==> config.mk <==
export PLATFORM = sky130hd
export DESIGN_NAME = gp_register_file
export DESIGN_NICKNAME = d
export VERILOG_FILES = /design/src/rtl/gpr_pkg.sv /design/src/rtl/gpr_shadow_bank.sv /design/src/rtl/gp_register_file.sv
export SDC_FILE = /design/constraint.sdc
export NUM_CORES = 1
export LEC_CHECK = 0
export CORE_MARGIN = 2
export CORE_UTILIZATION = 30
export CTS_BUF_LIST = sky130_fd_sc_hd__clkbuf_8
export DETAILED_ROUTE_END_ITERATION = 8
export GPL_TIMING_DRIVEN = 0
export PLACE_DENSITY = 0.44
export SYNTH_ARGS = -nofsm -noshare
export SYNTH_HDL_FRONTEND = slang
export SYNTH_HIERARCHICAL = 1
export SYNTH_SLANG_ARGS = --single-unit
==> constraint.sdc <==
create_clock -name clk -period 4 [get_ports clk]
set_input_delay 0.8 -clock clk [delete_from_list [all_inputs] [get_ports clk]]
set_output_delay 0.8 -clock clk [all_outputs]
set_load 0.03 [all_outputs]
==> src/rtl/gpr_pkg.sv <==
// Shared constants and types for the general-purpose register file.
// Latency, backpressure: none. This package holds declarations only.
package gpr_pkg;

  localparam int GPR_DATA_W   = 16;
  localparam int GPR_NUM_REGS = 4;

  typedef logic [GPR_DATA_W-1:0] word_t;

  // Context layout at the default sizes: the general registers plus the accumulator.
  typedef struct packed {
    word_t [GPR_NUM_REGS-1:0] regs;
    word_t                    acc;
  } ctx_t;

endpackage

==> src/rtl/gpr_shadow_bank.sv <==
// Holds one saved context and a valid flag. Save and restore act at the clock edge.
// Backpressure: none. A restore with no saved context produces a one-cycle restore_err.
module gpr_shadow_bank
  import gpr_pkg::*;
#(
  parameter type ctx_type_t = ctx_t
) (
  input  logic      clk,
  input  logic      rst,
  input  logic      save,
  input  logic      restore,
  input  ctx_type_t live,
  output ctx_type_t saved,
  output logic      valid,
  output logic      restore_err
);

  // Restore takes precedence over save. A simultaneous save is dropped.
  always_ff @(posedge clk or negedge rst) begin
    if (!rst) begin
      saved       <= '0;
      valid       <= 1'b0;
      restore_err <= 1'b0;
    end else begin
      restore_err <= restore & ~valid;
      if (restore) begin
        valid <= 1'b0;
      end else if (save) begin
        saved <= live;
        valid <= 1'b1;
      end
    end
  end

endmodule

==> src/rtl/gp_register_file.sv <==
// NUM_REGS general registers, an accumulator and a shadow bank for context save and restore.
// Reads are combinational with 0-cycle latency; writes act at the edge. Backpressure: none.
module gp_register_file
  import gpr_pkg::*;
#(
  parameter int DATA_W   = GPR_DATA_W,
  parameter int NUM_REGS = GPR_NUM_REGS,
  parameter int ADDR_W   = $clog2(NUM_REGS),
  parameter int BYPASS   = 1
) (
  input  logic              clk,
  input  logic              rst,
  input  logic              wr_en,
  input  logic [ADDR_W-1:0] wr_addr,
  input  logic [DATA_W-1:0] wr_data,
  input  logic [ADDR_W-1:0] rd_addr_a,
  output logic [DATA_W-1:0] rd_data_a,
  input  logic [ADDR_W-1:0] rd_addr_b,
  output logic [DATA_W-1:0] rd_data_b,
  input  logic              acc_wr_mem,
  input  logic [DATA_W-1:0] acc_din_mem,
  input  logic              acc_wr_alu,
  input  logic [DATA_W-1:0] acc_din_alu,
  output logic [DATA_W-1:0] acc_out,
  output logic              acc_zero,
  input  logic              ctx_save,
  input  logic              ctx_restore,
  output logic              shadow_valid,
  output logic              restore_err
);

  // Same layout as gpr_pkg::ctx_t, but sized from this instance's parameters.
  typedef logic [DATA_W-1:0] rf_word_t;
  typedef struct packed {
    rf_word_t [NUM_REGS-1:0] regs;
    rf_word_t                acc;
  } rf_ctx_t;

  rf_ctx_t live;
  rf_ctx_t saved;
  logic    restore_ok;

  function automatic logic in_range(input logic [ADDR_W-1:0] addr);
    return int'(addr) < NUM_REGS;
  endfunction

  gpr_shadow_bank #(
    .ctx_type_t(rf_ctx_t)
  ) u_shadow (
    .clk        (clk),
    .rst        (rst),
    .save       (ctx_save),
    .restore    (ctx_restore),
    .live       (live),
    .saved      (saved),
    .valid      (shadow_valid),
    .restore_err(restore_err)
  );

  assign restore_ok = ctx_restore & shadow_valid;

  always_ff @(posedge clk or negedge rst) begin
    if (!rst) begin
      live     <= '0;
      acc_zero <= 1'b1;
    end else if (restore_ok) begin
      // A successful restore drops every write issued in the same cycle.
      live     <= saved;
      acc_zero <= (saved.acc == '0);
    end else begin
      if (wr_en && in_range(wr_addr)) begin
        live.regs[wr_addr] <= wr_data;
      end
      if (acc_wr_alu) begin
        live.acc <= acc_din_alu;
        acc_zero <= (acc_din_alu == '0);
      end else if (acc_wr_mem) begin
        live.acc <= acc_din_mem;
        acc_zero <= (acc_din_mem == '0);
      end
    end
  end

  assign acc_out = live.acc;

  always_comb begin
    rd_data_a = '0;
    rd_data_b = '0;
    if (in_range(rd_addr_a)) begin
      rd_data_a = live.regs[rd_addr_a];
      if (BYPASS != 0 && wr_en && wr_addr == rd_addr_a) begin
        rd_data_a = wr_data;
      end
    end
    if (in_range(rd_addr_b)) begin
      rd_data_b = live.regs[rd_addr_b];
      if (BYPASS != 0 && wr_en && wr_addr == rd_addr_b) begin
        rd_data_b = wr_data;
      end
    end
  end

endmodule

==> results of run 1 <==
## how the worst max path moves through the flow
stage / start / endpoint / slack, ns
finish: rd_addr_a[1] / rd_data_a[4] / 0.53
global placement: rst / u_shadow/restore_err / -4.68
global route: rd_addr_a[1] / rd_data_a[12] / 0.48
detailed placement: rd_addr_a[1] / rd_data_a[13] / 0.52
floorplan: rd_addr_a[0] / rd_data_a[10] / 1.34
CTS: rd_addr_a[1] / rd_data_a[4] / 0.52
## metrics by stage
stage          TNS [ns]  cells  setup slack, ns  cell area [µm²]  util [%]
3_3_place_gp    -759.12   1176            -4.68            10500      35.5
2_1_floorplan         0    683             1.34             8960         -
4_1_cts               0   1209            0.520            10900      37.0
6_report              0   1209            0.535            10900      37.0
3_5_place_dp          0   1177            0.521            10500      35.6
5_1_grt               0   1209            0.482            10900      37.0
## metal layers
layer / up-vias / routed length, µm / track usage (%)
met3: 25 / 1090 / 3.65
met4: 0 / 354 / 4.65
li1: 2691 / - / -
met2: 150 / 12400 / 28.0
met1: 3037 / 11200 / 21.1
met5: - / 0 / 0
## power groups by stage
stage          Clock [µW]  Sequential [µW]  Combinational [µW]
2_1_floorplan           0             2410                1410
3_3_place_gp            0             2520                1900
3_5_place_dp            0             2550                1940
4_1_cts              1320             2530                1950
5_1_grt              1400             2600                2060
6_report             1280             2530                1930
## cells in the mapped netlist (2+ instances only)
master | number | area, µm²
clkbuf_1 | 17 | 63.8
mux4_1 | 12 | 315
nand3b_1 | 2 | 15.0
nand3_2 | 3 | 30.0
or4_1 | 2 | 15.0
xnor2_1 | 4 | 35.0
mux2_2 | 12 | 135
nor4_1 | 8 | 50.1
dfrtp_1 | 162 | 4050
nor2_1 | 84 | 315
mux2_4 | 100 | 1500
o21ai_0 | 14 | 70.1
nand4_1 | 3 | 18.8
mux4_2 | 20 | 450
nand2_1 | 16 | 60.1
buf_6 | 5 | 56.3
a21oi_1 | 79 | 395
buf_12 | 11 | 220
mux2i_1 | 80 | 801
buf_4 | 22 | 165
buf_2 | 11 | 55.1
buf_1 | 2 | 7.51
## cells in the final DEF, fill, tap and decap left out, types with 2 or more instances in the layout
master,count
inv_8,2
clkbuf_1,17
nand4_1,3
mux4_1,12
buf_4,22
a21oi_1,79
mux4_2,20
nand3b_1,2
clkdlybuf4s50_1,102
mux2_2,12
o21ai_0,14
clkinv_4,2
buf_12,11
nor4_1,8
buf_1,2
buf_6,5
nand2_1,16
buf_2,11
clkbuf_8,17
or4_1,2
nand3_2,3
xnor2_1,4
nor2_1,84
mux2_4,100
mux2i_1,80
dfrtp_1,162
inv_6,6
bufinv_16,2
## flip-flops by register name, summed over array words and instances (netlist names)
name                  flops
acc_out                  16
acc_zero                  1
u_shadow/valid            1
u_shadow/saved           80
u_shadow/restore_err      1
live                     64
## final cells by class
class,count,area (µm²),area share [%]
plain buffers,68,568,5.21
clock buffers,17,234,2.14
clock inverters,15,169,1.55
multi-input cells,452,4310,39.5
flip-flops and latches,163,4080,37.4
well taps,390,488,4.47
repair buffers,104,1060,9.75
## kinds of logic after synthesis
kind of cell	Yosys count	synth area share, %
xor+xnor	4	0.391
flops	163	45.6
mux	224	35.8
buf+inv	68	6.34
compound gates	97	5.53
simple gates	127	6.43
==> impl_metrics.ini, run 1 <==
[critical_path]
rrSetupSlack_ns = 1.85
slowest_stage = clkdlybuf4s50_1
worstReg2RegEnd = live[48]
crit_required_ns = 3.20
path_depth = 6
crit_chain = buf_2, xnor2_1, nand3_2, buf_6, mux2_4, clkdlybuf4s50_1
path_max_fanout = 10
critPathMaxStageDelay_ns = 0.59
reg2reg_from = u_shadow/valid
crit_family = buffers and inverters
r2r_cells = 4
cp-start-kind = input pin
crit_buf_inv = 3
cp_data_arrival_time_ns = 2.67
critPathKind = in -> out
critPathCaptureType = primary output

[global_route]
antenna_found_initial = 0
grt_pass1_wl_um = 38600
grt_pass1_vias = 6405
grt_usage_pct = 16.5
grt_max_degree = 108
grt.overflow.total = 0

[synthesis]
ys_ff_latch = 163
yosysWarnings = 6
syn_nets = 744
synth_edf_count = 0
syn-cell-area_um2 = 8960
syn_avg_cell_area_um2 = 13.1
synth_cell_types = 36
seq_area_frac_synth_pct = 45.6
synthCells = 683
synth_flop_cell = dfrtp_1
async_flop_share_pct = 100

[status]
status = finished, final reports clean

[die]
core_area_um2 = 29500
dieArea_um2 = 31300
num_io_pins = 112
die_h_um = 177
dieWidth_um = 177
fp-row-count = 63
initial_core_util_pct = 30.4

[drt]
first_pass_iters = 7
ant_nets = 0
drc = 0
dr.first_iter.drc_count = 339
drt-total-wl_um = 25100
via_count = 5903
wl_per_cell_um = 20.7
viasPerCell = 4.88

[sta]
fmax_mhz = 289
fin_crit_sh_pct = 86.6
maxSlewHeadroom_pct = 43.0
rsz0062_at_grt = false
setup_viol = 0
finalHoldViolCount = 0
report.final.slew_viol_count = 0
finalClockSkew_ns = 0.0137
fin_crit_ns = 3.47
tightest_slew_ns = 0.855
hold-worst-slack_ns = 0.233

[layout]
fillers = 2904
area_growth_pct = 21.8
drive_above_1_share_pct = 26.9
nets = 867
antenna_cells = 0

[clock_network]
cts-buffers-inserted = 17
cts-htree-levels = 4
cts_setup_buffers = 0
cts_resized = 0
cts_root_buffer = clkbuf_8
cts_tree = done
cts.sinks = 163
cts_hold_buffers = 0
clk_pin_slew_worst_paths_ns = 0.10
worst_skew_pair.late_latency_ns = 0.46
cts_max_path_buffers = 2

[pwr]
p_seq_share_pct = 44.1
switching_share_pct = 33.4
finalPower_uw = 5740
combinationalPowerShare_pct = 33.6
powerDensity_nw_per_um2 = 526
p_leak_uw = 0.00477
ir_worst_vdd_v = 0.000215
pwr-share-clk_pct = 22.3
p_sw_uw = 1920
intPower_uw = 3830

[job]
cap_violations = 0

[place]
place.gp.congestion = 0.786
io_buffers = 103
post-dp-hpwl_um = 17500

[hold_path]
hp-class = in -> async
No activity file was read; power rests on OpenSTA's default activity.
==> run 2: changes to the inputs <==
- PLACE_DENSITY: 0.44 -> 0.45
- SYNTH_HIERARCHICAL: 1 -> default
- TNS_END_PERCENT: default -> 5
==> run 2 against run 1 <==
Net effect: clock skew decreased by 0.0030 ns; power down 5.1%; register-to-register slack better by 0.13 ns; critical path type unchanged; largest power group unchanged.
==> impl_metrics.ini, run 2 <==
[critical_path]
crit_path_end = rd_data_a[9]
critPathKind = in -> out
cp-start-kind = input pin
path_max_fanout = 10
cp_data_arrival_time_ns = 2.71
crit_start = rd_addr_a[1]
reg2reg_from = u_shadow.valid
critPathCaptureType = primary output
crit_required_ns = 3.20
worstReg2RegEnd = live[60]
rrSetupSlack_ns = 1.98
r2r_cells = 4

[sta]
fin_crit_ns = 3.51
tightest_slew_ns = 0.791
setup_viol = 0
finalHoldViolCount = 0
fmax_mhz = 285
maxSlewHeadroom_pct = 47.3
fin_crit_sh_pct = 87.6
postLayoutSetupSlackWorst_ns = 0.494
finalClockSkew_ns = 0.0108
rsz0062_at_grt = false
report.final.slew_viol_count = 0

[synthesis]
syn_nets = 744
syn-cell-area_um2 = 8520
yosysWarnings = 0
seq_area_frac_synth_pct = 47.9
synth_flop_cell = dfrtp_1
yosysMostFrequentCell = dfrtp_1
ys_ff_latch = 163
synth_cell_types = 36
syn_avg_cell_area_um2 = 12.5
synth_top_cells_by_area = dfrtp_1 48%, mux2_2 12%, mux2i_1 9.4%, mux4_2 5.3%, a21oi_1 4.6%
synth_top_area_share_pct = 47.6
yosys-top-cells-count = 162 x dfrtp_1, 92 x mux2_2, 84 x nor2_1, 80 x mux2i_1, 79 x a21oi_1
synth_area_leader_cell = dfrtp_1
synthCells = 683
synth_edf_count = 0
async_flop_share_pct = 100

[clock_network]
clk_pin_slew_worst_paths_ns = 0.09
cts_max_path_buffers = 2
cts_hold_buffers = 0
cts_setup_buffers = 0
cts.sinks = 163
cts_resized = 0
cts-buffers-inserted = 17
cts_root_buffer = clkbuf_8
worst_skew_pair.late_latency_ns = 0.45
cts_tree = done
cts-htree-levels = 4

[drt]
ant_nets = 0
dr.first_iter.drc_count = 233
wl_per_cell_um = 20.0
via_count = 5790
first_pass_iters = 4
drc = 0
viasPerCell = 4.83
drt-total-wl_um = 24000

[global_route]
grt_usage_pct = 16.4
grt.overflow.total = 0
grt_pass1_vias = 6302
grt_pass1_wl_um = 37500
grt_max_degree = 87
antenna_found_initial = 0

[die]
die_h_um = 173
num_io_pins = 112
fp-row-count = 61
initial_core_util_pct = 30.6
core_area_um2 = 27900
dieWidth_um = 173
dieArea_um2 = 29800

[place]
io_buffers = 103
pre_cts_slack_ns = 0.435
place.gp.congestion = 0.768
post-dp-hpwl_um = 17100
postPlaceCellArea_um2 = 10100

[pwr]
p_leak_uw = 0.00443
ir_worst_vdd_v = 0.000206
powerDensity_nw_per_um2 = 521

[layout]
largest_reg_flops = 80
final_common_cell = dfrtp_1
layout_common_cells = 162 x dfrtp_1, 102 x clkdlybuf4s50_1, 92 x mux2_2, 84 x nor2_1, 80 x mux2i_1
area_growth_pct = 22.8
nets = 867
fin_area_um2 = 10500
top_register = u_shadow.saved
drive_above_1_share_pct = 27.1

[hold_path]
hp-class = in -> async

[status]
status = finished, final reports clean

[job]
cap_violations = 0
## run 2: cells by family (layout without fill, tap and decap cells)
| group | count (synthesis) | after routing | share of synthesized area [%] |
|---|---|---|---|
| compound gates | 97 | 97 | 5.82 |
| xor+xnor | 4 | 4 | 0.411 |
| buf+inv | 68 | 204 | 5.14 |
| flops | 163 | 163 | 47.9 |
| mux | 224 | 224 | 34.1 |
| other cells | 0 | 1 | 0 |
| simple gates | 127 | 127 | 6.67 |
## run 2: area by class of cell
cell class,count,area (µm²)
antenna,1,2.50
buffer,68,438
clock buffer,17,234
clock inverter,15,169
fill,2711,17400
multi-input combinational,452,4000
sequential,163,4080
tap,378,473
timing repair buffer,104,1060
## run 2: per-layer routing
metal	vias to the layer above	part of all wire, %	wire, µm	GRT usage [%]
li1	2721	-	-	-
met1	2918	44	10600	20.8
met2	130	50	11900	28.2
met3	21	4.8	1160	3.89
met4	0	1.4	340	4.34
met5	-	0	0	0
## run 2: worst min path at each step
stage	startpoint	end	slack [ns]	depth (start not counted)
final	rst	live[67]	0.31	1
after global routing	rst	live[67]	0.35	1
after global placement	acc_out[9]	acc_out[9]	0.49	2
after detailed placement	u_shadow.saved[52]	u_shadow.saved[52]	0.49	1
after CTS	rst	u_shadow.saved[2]	0.32	1
after floorplan	acc_out[0]	acc_out[0]	0.47	2
## run 2: critical path, stage by stage
cell	delay, ns
buf_2	0.23
xnor2_1	0.16
nand3_2	0.31
buf_6	0.29
mux2_4	0.31
clkdlybuf4s50_1	0.59
## run 2: power breakdown
group	internal [µW]	switching, µW
clock	570	664
combinational	954	774
sequential	2130	364
## run 2: stage by stage
| step | instances | hold WS [ns] | util [%] | setup TNS (ns) | power, µW |
|---|---|---|---|---|---|
| finish | 1198 | 0.310 | 37.6 | 0 | 5450 |
| global route | 1197 | 0.347 | 37.5 | 0 | 5780 |
| CTS | 1197 | 0.317 | 37.5 | 0 | 5520 |
| detailed placement | 1165 | 0.495 | 36.1 | 0 | 4270 |
| global placement | 1164 | 0.486 | 36.0 | -727.20 | 4190 |
| floorplan | 683 | 0.469 | - | 0 | 3610 |
